`config.mk`:
```
export PLATFORM = sky130hd
export DESIGN_NAME = mem_bus_master
export DESIGN_NICKNAME = d
export VERILOG_FILES = /design/src/rtl/mem_bus_master_pkg.sv /design/src/rtl/mem_bus_master.sv
export SDC_FILE = /design/constraint.sdc
export NUM_CORES = 1
export LEC_CHECK = 0
export ABC_AREA = 1
export BUFFER_PORTS_ARGS = -buffer_cell sky130_fd_sc_hd__buf_2
export CORE_ASPECT_RATIO = 1.25
export CORE_MARGIN = 3
export CORE_UTILIZATION = 49
export CTS_BUF_LIST = sky130_fd_sc_hd__clkbuf_2
export CTS_CLUSTER_SIZE = 30
export DETAILED_ROUTE_END_ITERATION = 12
export PLACE_DENSITY = 0.82
export SYNTH_ARGS = -nofsm -noshare
export SYNTH_HDL_FRONTEND = slang
export SYNTH_SLANG_ARGS = --single-unit
export TNS_END_PERCENT = 10
```
`constraint.sdc`:
```
create_clock -name clock -period 2.01 [get_ports clock]
set_input_delay 0.3015 -clock clock [delete_from_list [all_inputs] [get_ports clock]]
set_output_delay 0.3015 -clock clock [all_outputs]
set_load 0.02 [all_outputs]
```
`src/rtl/mem_bus_master_pkg.sv`:
```
// Shared definitions for the CPU memory bus initiator: state encodings,
// default bus widths and the values the block takes on reset.
package mem_bus_master_pkg;

    typedef enum logic [1:0] {
        ST_IDLE   = 2'd0,
        ST_ACC_HI = 2'd1,
        ST_ACC_LO = 2'd2,
        ST_DONE   = 2'd3
    } bus_state_t;

    localparam int ADDR_W_DEF = 16;
    localparam int DATA_W_DEF = 8;

    localparam logic [15:0] RST_ADDRESS  = 16'h0000;
    localparam logic [7:0]  RST_DATA_OUT = 8'h00;
    localparam logic [15:0] RST_RDATA    = 16'h0000;

endpackage : mem_bus_master_pkg

```
`src/rtl/mem_bus_master.sv`:
```
// Initiator side of the CPU memory bus. Turns byte or 16-bit word requests
// into one or two byte cycles on an 8-bit memory with combinational read
// data and write-on-rising-edge. Words are big-endian: high byte at addr,
// low byte at addr+1 (wrapping modulo the address space).
module mem_bus_master
    import mem_bus_master_pkg::*;
#(
    parameter int ADDR_W = ADDR_W_DEF,
    parameter int DATA_W = DATA_W_DEF
) (
    input  logic                  clock,
    input  logic                  reset_n,
    input  logic                  req,
    input  logic                  wr,
    input  logic                  word,
    input  logic [ADDR_W-1:0]     addr,
    input  logic [2*DATA_W-1:0]   wdata,
    output logic                  ready,
    output logic                  done,
    output logic [2*DATA_W-1:0]   rdata,
    output logic [ADDR_W-1:0]     address,
    output logic                  write_en,
    output logic [DATA_W-1:0]     data_out,
    input  logic [DATA_W-1:0]     data_in
);

    bus_state_t            state, next_state;

    // Request fields latched on acceptance.
    logic                  wr_q, next_wr_q;
    logic                  word_q, next_word_q;
    logic [ADDR_W-1:0]     addr_q, next_addr_q;
    logic [2*DATA_W-1:0]   wdata_q, next_wdata_q;

    // Next values of the registered outputs.
    logic                  next_ready;
    logic                  next_done;
    logic [2*DATA_W-1:0]   next_rdata;
    logic [ADDR_W-1:0]     next_address;
    logic                  next_write_en;
    logic [DATA_W-1:0]     next_data_out;

    // Next-state and next-output logic; outputs for a cycle are computed
    // from the state being entered so that every port comes straight from a flop.
    always_comb begin
        // NOTE: every signal gets a default before the case so no path leaves
        // one unassigned, which would otherwise infer a latch.
        next_state    = state;
        next_wr_q     = wr_q;
        next_word_q   = word_q;
        next_addr_q   = addr_q;
        next_wdata_q  = wdata_q;
        next_rdata    = rdata;
        next_address  = address;
        next_data_out = data_out;
        next_write_en = 1'b0;

        case (state)
            ST_IDLE: begin
                if (req) begin
                    next_wr_q     = wr;
                    next_word_q   = word;
                    next_addr_q   = addr;
                    next_wdata_q  = wdata;
                    next_address  = addr;
                    next_write_en = wr;
                    if (word) begin
                        next_state    = ST_ACC_HI;
                        next_data_out = wdata[2*DATA_W-1:DATA_W];
                    end else begin
                        next_state    = ST_ACC_LO;
                        next_data_out = wdata[DATA_W-1:0];
                    end
                end
            end
            ST_ACC_HI: begin
                if (!wr_q) begin
                    next_rdata[2*DATA_W-1:DATA_W] = data_in;
                end
                next_state    = ST_ACC_LO;
                next_address  = addr_q + ADDR_W'(1);
                next_data_out = wdata_q[DATA_W-1:0];
                next_write_en = wr_q;
            end
            ST_ACC_LO: begin
                if (!wr_q) begin
                    if (word_q) begin
                        next_rdata[DATA_W-1:0] = data_in;
                    end else begin
                        next_rdata = {{DATA_W{1'b0}}, data_in};
                    end
                end
                next_state = ST_DONE;
            end
            ST_DONE: begin
                next_state = ST_IDLE;
            end
            default: begin
                next_state = ST_IDLE;
            end
        endcase

        next_ready = (next_state == ST_IDLE);
        next_done  = (next_state == ST_DONE);
    end

    // State, latched request and output registers with synchronous reset.
    always_ff @(posedge clock) begin
        // NOTE: sequential state uses non-blocking assignments so every flop
        // samples pre-edge values regardless of statement order.
        if (!reset_n) begin
            state    <= ST_IDLE;
            wr_q     <= 1'b0;
            word_q   <= 1'b0;
            addr_q   <= '0;
            wdata_q  <= '0;
            ready    <= 1'b1;
            done     <= 1'b0;
            rdata    <= (2*DATA_W)'(RST_RDATA);
            address  <= ADDR_W'(RST_ADDRESS);
            write_en <= 1'b0;
            data_out <= DATA_W'(RST_DATA_OUT);
        end else begin
            state    <= next_state;
            wr_q     <= next_wr_q;
            word_q   <= next_word_q;
            addr_q   <= next_addr_q;
            wdata_q  <= next_wdata_q;
            ready    <= next_ready;
            done     <= next_done;
            rdata    <= next_rdata;
            address  <= next_address;
            write_en <= next_write_en;
            data_out <= next_data_out;
        end
    end

endmodule : mem_bus_master
```
==> results.sh <==
export IMPL_outcome="completed"
export IMPL_clkPwrFrac_pct=24.5
export IMPL_slew_violations=0
export IMPL_synth_top_family_by_area="compound AO/OA/AOI/OAI gates"
export IMPL_synth_top_cell_by_area="dfxtp_1"
export IMPL_grt_max_degree=45
export IMPL_fp_dieArea_um2=7470
export IMPL_die_x_um=77.9
export IMPL_post_route_drc_count=0
export IMPL_n_antenna_cell=0
export IMPL_clock_latency_ns=0.52
export IMPL_dr_pass1_iters=4
export IMPL_comb_power_share_pct=23.9
export IMPL_path_max_fanout=14
export IMPL_yosysMostFrequentCell="nand2_1"
export IMPL_fin_tns_setup_ns=0
export IMPL_hold_viol_final=0
export IMPL_start_util_pct=51.0
export IMPL_clockRootBuffer="clkbuf_2"
export IMPL_cts_sinks=71
export IMPL_htreeDepth=3
export IMPL_seq_area_frac_synth_pct=44.9
export IMPL_synth_top_area_share_pct=44.9
export IMPL_synthXorXnorAreaFrac_pct=0.830
export IMPL_hold_path_class="input pin to flop"
export IMPL_max_slew_margin_pct=65.5
export IMPL_io_buffer_count=87
export IMPL_syn_to_final_growth_pct=21.0
export IMPL_antenna_found_initial=0
export IMPL_power_internal_uw=2110
export IMPL_place_ws_ns=0.227
export IMPL_synth_ff_type="dfxtp_1"
export IMPL_hold_end="rdata[15]$_SDFFE_PN0P_"
export IMPL_dp_cells=589
export IMPL_final_cells=616
export IMPL_cts_buffer_depth=2
export IMPL_synth_edff_count=0
export IMPL_power_leakage_uw=0.00175
export IMPL_r2r_setup_slack_ns=0.25
export IMPL_vias=3240
export IMPL_ys_top_cells_by_area="dfxtp_1, a21oi_1, nand2_1"
export IMPL_synth_avg_cell_area_um2=7.28
export IMPL_power_density_nw_per_um2=838
export IMPL_hold_path_depth=3
export IMPL_layout_worst_path_cycle_share_pct=87.8
export IMPL_drtAntennaViolNets=0
export IMPL_numCtsBuffers=9
export IMPL_post_dp_hpwl_um=5560
export IMPL_finalPower_uw=3210
export IMPL_setup_viol=0
export IMPL_layout_setup_ws_ns=0.246
export IMPL_drt_iter0_markers=223
export IMPL_p_seq_share_pct=51.5
export IMPL_tritoncts="built"
export IMPL_ys_seq_elements=71
export IMPL_rows=32
export IMPL_overflow=0
export IMPL_clk_pin_slew_ns=0.21
export IMPL_core_um2=6210
export IMPL_wirelength_um=8130
export IMPL_clock_fmax_mhz=567
export IMPL_post_cts_buffers=0
export IMPL_gp_congestion=0.838
export IMPL_synth_cells=435
export IMPL_ys_types=29
export IMPL_ir_worst_vdd_v=0.000490
export IMPL_cp_arrival_ns=2.22
export IMPL_regToRegStartpoint="state[0]$_SDFF_PN0_"
export IMPL_crit_type="flop to flop"
export IMPL_finalCriticalPeriod_ns=1.76
export IMPL_drive_above_1_share_pct=23.4
export IMPL_switching_share_pct=34.2
export IMPL_die_h_um=95.9
export IMPL_synthAdderAreaFrac_pct=1.58
export IMPL_endpoint_kind="flop"
export IMPL_syn_cell_area_um2=3170
export IMPL_tightest_slew_ns=0.514
export IMPL_switchingPower_uw=1100
export IMPL_rsz0062_at_grt="false"
export IMPL_startpoint_type="flop"
export IMPL_worstPathRequired_ns=2.47
export IMPL_synth_simple_area_share_pct=21.0
export IMPL_muxShareOfSynthArea_pct=0
export IMPL_wl_per_cell_um=13.2
export IMPL_yosys_top_cells_count="nand2_1, dfxtp_1, a21oi_1, nor2_1, o21ai_0"
export IMPL_timing_rr_end="ready$_SDFF_PN1_"
export IMPL_viasPerCell=5.26
export IMPL_nets=575
export IMPL_synthArstFlopShare_pct=0
export IMPL_min_delay_start="data_in[7]"
export IMPL_syn_nets=484
export IMPL_grt_pass1_wl_um=13300
export IMPL_skew_ns=0.0217
export IMPL_synth_compound_area_share_pct=23.0
export IMPL_yosysWarnings=0
export IMPL_drv_cap=0
export IMPL_fin_hold_ws_ns=0.0279
export IMPL_r2r_cells=9
export IMPL_io_pins=88
export IMPL_track_usage_pct=22.1
export IMPL_grt_pass1_vias=3048
==> worst max-delay path, cell delays in order, from the launching register on <==
cell     delay, ns
dfxtp_1       0.39
inv_1         0.09
ha_1          0.28
nand2_2       0.24
inv_1         0.20
a22oi_1       0.19
o21ai_0       0.11
nand2_1       0.08
inv_1         0.06
nor2_1        0.09
==> logic make-up (layout without fill, tap and decap cells) <==
logic type,Yosys count,in the layout
simple gates,163,163
compound gates,135,135
flops,71,71
buf+inv,59,155
fa+ha+maj,4,4
xor+xnor,3,3
==> what timing repair did <==
item / in CTS / in global routing
hold endpoints to repair: 15 / 0
endpoints found under the setup margin: 0 / 5
resized for setup: 0 / 2
hold buffers: 11 / 0
==> per-stage QoR <==
step / cell area (um2) / utilization (%)
floorplan: 3170 / -
global placement: 3610 / 58.2
detailed placement: 3610 / 58.2
CTS: 3830 / 61.7
global route: 3830 / 61.7
finish: 3830 / 61.7
==> worst max-delay path by stage <==
stage	start	to	slack (ns)	cells past startpoint
after detailed placement	state[0]$_SDFF_PN0_	address[12]$_SDFFE_PN0P_	0.23	8
after floorplan	state[1]$_SDFF_PN0_	data_out[0]$_SDFFE_PN0P_	0.61	10
after global routing	state[1]$_SDFF_PN0_	wdata_q[3]$_SDFFE_PN0P_	0.07	7
after global placement	state[0]$_SDFF_PN0_	address[10]$_SDFFE_PN0P_	0.31	7
after CTS	state[0]$_SDFF_PN0_	address[10]$_SDFFE_PN0P_	0.19	7
final	state[0]$_SDFF_PN0_	ready$_SDFF_PN1_	0.25	9
==> sequential cells by signal, indices dropped and copies added (netlist names) <==
signal    cells
addr_q       16
address      16
rdata        16
data_out      8
wdata_q       8
state         2
done          1
ready         1
word_q        1
wr_q          1
write_en      1
==> power groups by stage <==
stage               Clock [uW]  Sequential (uW)  Combinational (uW)
finish                     787             1660                 769
global route               854             1670                 863
CTS                        804             1650                 770
detailed placement           0             1680                 751
global placement             0             1680                 731
floorplan                    0             1790                 421
==> routing by layer <==
metal | up-vias | wire, um | track usage, %
li1 | 1624 | - | -
met1 | 1495 | 3380 | 25.8
met2 | 99 | 4100 | 39.1
met3 | 22 | 426 | 4.49
met4 | 0 | 225 | 10.5
met5 | - | 0 | 0
==> area by class of cell <==
class	instances	area [um2]
Tap cell	85	106
Inverter	36	140
Clock inverter	7	63.8
Fill cell	564	2370
Clock buffer	9	45.0
Timing Repair Buffer	103	583
Sequential cell	71	1420
Multi-Input combinational cell	305	1470
==> cells in the final DEF, fill, tap and decap left out, drive strengths merged <==
cell / n
o21ai: 55
o221ai: 1
o21bai: 1
xor2: 3
nand4: 3
nand3: 25
bufinv: 1
inv: 35
buf: 92
a31oi: 2
a22oi: 1
or2: 3
nand2: 73
dfxtp: 71
a21oi: 67
clkbuf: 9
dlygate4sd3: 11
ha: 4
nor2: 59
clkinv: 7
o211ai: 8
Power figures use the tool's default switching activity.
